File: src/rtl/cordic_arb_pkg.sv
// Shared constants and types for the two-requester CORDIC job arbiter.
package cordic_arb_pkg;

   localparam int NREQ   = 2;
   localparam int DW_DEF = 16;
   localparam int LAT_W  = 16;

   typedef enum logic [1:0] {
      ST_IDLE  = 2'd0,
      ST_ISSUE = 2'd1,
      ST_WAIT  = 2'd2,
      ST_RESP  = 2'd3
   } state_e;

endpackage

File: src/rtl/cordic_rr_arb.sv
// Two-way round-robin grant: with both requesters pending, the one not granted last wins.
module cordic_rr_arb
   import cordic_arb_pkg::*;
(
   input  logic [NREQ-1:0] req_valid,
   input  logic            last_grant,
   output logic            gnt_vld,
   output logic            gnt_idx
);

   always_comb begin
      gnt_vld = |req_valid;
      gnt_idx = 1'b0;
      case (req_valid)
         2'b01:   gnt_idx = 1'b0;
         2'b10:   gnt_idx = 1'b1;
         2'b11:   gnt_idx = ~last_grant;
         default: gnt_idx = 1'b0;
      endcase
   end

endmodule

File: src/rtl/cordic_job_arbiter.sv
// Shares one ap_ctrl_hs CORDIC core between two requesters, one job in flight,
// with issue-to-done latency reporting and a sticky hang-abort flag.
module cordic_job_arbiter
   import cordic_arb_pkg::*;
#(
   parameter int DW      = DW_DEF,
   parameter int TIMEOUT = 255
) (
   input  logic                 clock,
   input  logic                 reset,
   input  logic [NREQ-1:0]      req_valid,
   output logic [NREQ-1:0]      req_ready,
   input  logic [NREQ*DW-1:0]   req_x,
   input  logic [NREQ*DW-1:0]   req_y,
   output logic [NREQ-1:0]      rsp_valid,
   input  logic [NREQ-1:0]      rsp_ready,
   output logic [DW-1:0]        rsp_r,
   output logic [DW-1:0]        rsp_theta,
   output logic                 core_ap_start,
   input  logic                 core_ap_ready,
   input  logic                 core_ap_done,
   output logic [DW-1:0]        core_x,
   output logic [DW-1:0]        core_y,
   input  logic [DW-1:0]        core_r,
   input  logic [DW-1:0]        core_theta,
   output logic [LAT_W-1:0]     last_latency,
   output logic                 timeout_err
);

   localparam logic [LAT_W:0] TO_LIM = (LAT_W+1)'(TIMEOUT);

   function automatic logic [LAT_W-1:0] sat_inc(input logic [LAT_W-1:0] v);
      return (&v) ? v : v + 1'b1;
   endfunction

   function automatic logic [NREQ-1:0] onehot(input logic idx);
      return idx ? 2'b10 : 2'b01;
   endfunction

   state_e           state_q, state_d;
   logic             grant_q, grant_d;
   logic             last_q, last_d;
   logic [DW-1:0]    x_q, x_d, y_q, y_d;
   logic [DW-1:0]    r_q, r_d, th_q, th_d;
   logic [LAT_W-1:0] lat_q, lat_d;
   logic [LAT_W-1:0] last_lat_q, last_lat_d;
   logic             terr_q, terr_d;

   logic             gnt_vld, gnt_idx;
   logic [LAT_W-1:0] lat_nxt;
   logic             timeout_hit;

   cordic_rr_arb u_arb (
      .req_valid  (req_valid),
      .last_grant (last_q),
      .gnt_vld    (gnt_vld),
      .gnt_idx    (gnt_idx)
   );

   // lat_nxt counts the current cycle, so a done seen now reports it inclusively
   assign lat_nxt     = sat_inc(lat_q);
   assign timeout_hit = ({1'b0, lat_nxt} >= TO_LIM);

   always_comb begin
      state_d    = state_q;
      grant_d    = grant_q;
      last_d     = last_q;
      x_d        = x_q;
      y_d        = y_q;
      r_d        = r_q;
      th_d       = th_q;
      lat_d      = lat_q;
      last_lat_d = last_lat_q;
      terr_d     = terr_q;
      case (state_q)
         ST_IDLE: begin
            if (gnt_vld) begin
               grant_d = gnt_idx;
               x_d     = gnt_idx ? req_x[DW +: DW] : req_x[0 +: DW];
               y_d     = gnt_idx ? req_y[DW +: DW] : req_y[0 +: DW];
               lat_d   = '0;
               state_d = ST_ISSUE;
            end
         end
         ST_ISSUE: begin
            lat_d = lat_nxt;
            if (core_ap_ready && core_ap_done) begin
               r_d        = core_r;
               th_d       = core_theta;
               last_lat_d = lat_nxt;
               state_d    = ST_RESP;
            end else if (timeout_hit) begin
               terr_d  = 1'b1;
               last_d  = grant_q;
               state_d = ST_IDLE;
            end else if (core_ap_ready) begin
               state_d = ST_WAIT;
            end
         end
         ST_WAIT: begin
            lat_d = lat_nxt;
            if (core_ap_done) begin
               r_d        = core_r;
               th_d       = core_theta;
               last_lat_d = lat_nxt;
               state_d    = ST_RESP;
            end else if (timeout_hit) begin
               terr_d  = 1'b1;
               last_d  = grant_q;
               state_d = ST_IDLE;
            end
         end
         ST_RESP: begin
            if (rsp_ready[grant_q]) begin
               last_d  = grant_q;
               state_d = ST_IDLE;
            end
         end
         default: state_d = ST_IDLE;
      endcase
   end

   always_ff @(posedge clock or posedge reset) begin
      if (reset) begin
         state_q    <= ST_IDLE;
         grant_q    <= 1'b0;
         last_q     <= 1'b1;
         x_q        <= '0;
         y_q        <= '0;
         r_q        <= '0;
         th_q       <= '0;
         lat_q      <= '0;
         last_lat_q <= '0;
         terr_q     <= 1'b0;
      end else begin
         state_q    <= state_d;
         grant_q    <= grant_d;
         last_q     <= last_d;
         x_q        <= x_d;
         y_q        <= y_d;
         r_q        <= r_d;
         th_q       <= th_d;
         lat_q      <= lat_d;
         last_lat_q <= last_lat_d;
         terr_q     <= terr_d;
      end
   end

   // req_ready is combinational from req_valid, so it is masked while reset is held
   assign req_ready     = (state_q == ST_IDLE && gnt_vld && !reset) ? onehot(gnt_idx) : '0;
   assign rsp_valid     = (state_q == ST_RESP) ? onehot(grant_q) : '0;
   assign core_ap_start = (state_q == ST_ISSUE);
   assign core_x        = x_q;
   assign core_y        = y_q;
   assign rsp_r         = r_q;
   assign rsp_theta     = th_q;
   assign last_latency  = last_lat_q;
   assign timeout_err   = terr_q;

endmodule

File: config.mk
export PLATFORM = sky130hd
export DESIGN_NAME = cordic_job_arbiter
export DESIGN_NICKNAME = d
export VERILOG_FILES = /design/src/rtl/cordic_arb_pkg.sv /design/src/rtl/cordic_rr_arb.sv /design/src/rtl/cordic_job_arbiter.sv
export SDC_FILE = /design/constraint.sdc
export NUM_CORES = 1
export LEC_CHECK = 0
export ABC_AREA = 0
export BUFFER_PORTS_ARGS = -buffer_cell sky130_fd_sc_hd__clkbuf_2
export CAP_MARGIN = 20
export CORE_MARGIN = 2
export CORE_UTILIZATION = 44
export DETAILED_ROUTE_END_ITERATION = 7
export PLACE_DENSITY_LB_ADDON = 0.1
export SYNTH_ARGS = -nofsm -noshare
export SYNTH_HDL_FRONTEND = slang
export SYNTH_SLANG_ARGS = --single-unit
File: constraint.sdc
create_clock -name clock -period 2.7 [get_ports clock]
set_input_delay 0.27 -clock clock [delete_from_list [all_inputs] [get_ports clock]]
set_output_delay 0.27 -clock clock [all_outputs]
set_load 0.005 [all_outputs]
==> flow_metrics.env <==
export IMPL_clock_latency_ns=0.36
export IMPL_finalHoldViolations=0
export IMPL_async_flop_share_pct=100
export IMPL_ir_worst_vdd_mv=1.38
export IMPL_swShare_pct=38.1
export IMPL_worstSetupEndpointType="register"
export IMPL_drtIter0Drc=177
export IMPL_cts_root_buffer_cell="clkbuf_8"
export IMPL_design_area_um2=6470
export IMPL_yosys_register_bits=101
export IMPL_postCtsHoldBufs=0
export IMPL_post_place_ws_ns=-0.0214
export IMPL_totalWireLength_um=11700
export IMPL_place_area_um2=6200
export IMPL_yosysMostFrequentCell="dfrtp_1"
export IMPL_htreeDepth=3
export IMPL_antenna_found_initial=0
export IMPL_yosys_area_top_type="dfrtp_1"
export IMPL_slew_headroom_pct=48.9
export IMPL_yosysWarningCount=0
export IMPL_syn_inst=461
export IMPL_p_int_mw=3.82
export IMPL_grt_max_degree=53
export IMPL_slowest_delay_ns=0.58
export IMPL_failed_checks="setup timing"
export IMPL_total_power_mw=6.17
export IMPL_fin_hold_ws_ns=0.0551
export IMPL_max_freq_ghz=0.369
export IMPL_ios=190
export IMPL_syn_num_nets=571
export IMPL_synth_edf_count=0
export IMPL_pwr_share_comb_pct=47.2
export IMPL_gp_congestion=0.906
export IMPL_cts_tree="yes"
export IMPL_cp_arrival_ns=2.96
export IMPL_port_buffers=189
export IMPL_synth_top_area_share_pct=51.5
export IMPL_hp_class="in -> async"
export IMPL_overflow=0
export IMPL_antenna_left=0
export IMPL_status="finished with violations"
export IMPL_nNetsFinal=779
export IMPL_grt_setup_unrepaired="true"
export IMPL_cts_buffer_depth=2
export IMPL_timing_final_crit_share_pct=100
export IMPL_cp_common_cell="buf_4"
export IMPL_power_density_nw_per_um2=954
export IMPL_die_h_um=109
export IMPL_setup_ws_ns=-0.0108
export IMPL_path_class="reg -> reg"
export IMPL_reg2reg_slack_ns=-0.01
export IMPL_grt_pass1_wl_um=18700
export IMPL_finClkSkew_ns=0.0147
export IMPL_drcViolationCount=0
export IMPL_synthTopCellsByCount="dfrtp_1, nand2_1, o21ai_0"
export IMPL_cts_sinks=101
export IMPL_cp_cell_sequence="buf_4 -> nand4_1 -> buf_4 -> nor4_4 -> mux2_4 -> a41oi_1 -> or4b_4 -> o31a_1 -> o22a_1"
export IMPL_grt_pass1_vias=4075
export IMPL_synth_main_ff_cell="dfrtp_1"
export IMPL_worst_pin_slew_ns=0.765
export IMPL_syn_area_per_cell_um2=10.5
export IMPL_cp_max_fo=7
export IMPL_power_switching_mw=2.35
export IMPL_drv_cap=0
export IMPL_routedWlPerCell_um=14.4
export IMPL_p_leak_nw=3.27
export IMPL_filler_cell_count=936
export IMPL_start_util_pct=45.0
export IMPL_slew_viol_final=0
export IMPL_clk_pin_slew_ns=0.10
export IMPL_die_w_um=109
export IMPL_via_per_inst=5.11
export IMPL_syn_cell_area_um2=4860
export IMPL_vias=4151
export IMPL_diodes=0
export IMPL_fin_crit_ns=2.71
export IMPL_synth_area_top_cells="dfrtp_1, mux2_2, mux2i_1"
export IMPL_track_usage_pct=20.0
export IMPL_setup_tns_final_ns=-0.0108
export IMPL_required_ns=2.95
export IMPL_coreArea_um2=10800
export IMPL_num_rows=38
export IMPL_seq_area_frac_synth_pct=52.0
export IMPL_setup_viol=1
export IMPL_seq_power_share_pct=39.2
export IMPL_slowest_stage="or4b_4"
export IMPL_startpoint_type="register"
export IMPL_synth_distinct_cells=52
export IMPL_firstDrtPassIters=4
export IMPL_dp_final_hpwl_um=8900
export IMPL_clkPwrFrac_pct=13.6
export IMPL_drive_above_1_share_pct=44.2
export IMPL_area_growth_syn_to_layout_pct=33.1
export IMPL_die_area_um2=11900
export IMPL_cts_made_buffers=9
[metrics by stage]
| stage | util [%] | std cells |
|---|---|---|
| detailed placement | 57.5 | 793 |
| global placement | 57.5 | 793 |
| global route | 60.0 | 812 |
| CTS | 59.1 | 808 |
| finish | 60.0 | 812 |
| floorplan | - | 461 |
[power groups by stage]
stage               clock network [mW]  registers (mW)  logic, mW
finish                           0.841            2.42       2.92
global route                     0.936            2.50       3.27
CTS                              0.874            2.41       2.90
detailed placement                   0            2.44       2.91
global placement                     0            2.42       2.83
floorplan                            0            2.46       1.70
[cells by family (layout without fill, tap and decap cells)]
family	count (synthesis)	after routing	share of synthesized area, %
buffers and inverters	37	248	3.04
xor gates and xnor gates	7	7	1.26
adders and majority gates	6	6	1.54
DFF	101	101	52.0
AOI/OAI and AO/OA	111	111	13.5
muxes	71	71	15.6
and+or+nand+nor	128	128	13.0
[routing by layer]
layer	wire [µm]	part of all wire, %	track usage [%]
met5	0	0	0
met4	231	2.0	7.69
met3	680	5.8	5.56
met2	6090	52	34.1
met1	4700	40	23.9
[final timing paths]
path	cells past startpoint	end	from
setup / recovery	9	state_q[1]$_DFFE_PP0P_	lat_q[0]$_DFFE_PP0P_
max in group asynchronous	3	last_q$_DFFE_PP1P_	reset
hold reg to reg	2	core_y[0]$_DFFE_PP0P_	core_y[0]$_DFFE_PP0P_
min in group clock	2	rsp_theta[9]$_DFFE_PP0P_	core_theta[9]
setup reg to reg	9	state_q[1]$_DFFE_PP0P_	lat_q[0]$_DFFE_PP0P_
hold / removal	2	core_y[4]$_DFFE_PP0P_	reset
[layout make-up]
cell class              instances  area (µm²)  area share (%)
flip-flops and latches        101        2530            39.1
multi-input cells             323        2300            35.6
clock inverters                 5        37.5           0.580
clock buffers                   9         124            1.91
repair buffers                228        1280            19.7
inverters                       6        26.3           0.406
well taps                     140         175            2.71
[timing repair]
item	4_1_cts	5_1_grt
buffers inserted	1	3
pin swaps	0	11
endpoints found under the setup margin	2	4
gates resized for setup	1	10
[worst max-delay path, delay by kind of cell, from the launching register on]
| kind | cells | cell delay (ns) |
|---|---|---|
| AOI/OAI and AO/OA | 3 | 0.60 |
| buffers and inverters | 2 | 0.39 |
| DFF | 1 | 0.41 |
| muxes | 1 | 0.21 |
| and+or+nand+nor | 3 | 0.98 |
[registers in the layout, summed over array words and instances, names as in the netlist]
signal and flops:
timeout_err 1, core_y 16, core_x 16, grant_q 1, rsp_theta 16, rsp_r 16
state_q 2, lat_q 16, last_latency 16, last_q 1
[cell usage in the layout, fill, tap and decap left out, types with 8 or more instances in the layout]
cell type    n
clkbuf_8     9
mux2i_1     36
clkbuf_2   189
nand2_1     69
o21ai_0     69
nor2_1      15
a21oi_1     17
nand3_1      8
mux2_2      33
buf_4       34
dfrtp_1    100
No activity file was read; power rests on OpenSTA's default activity.
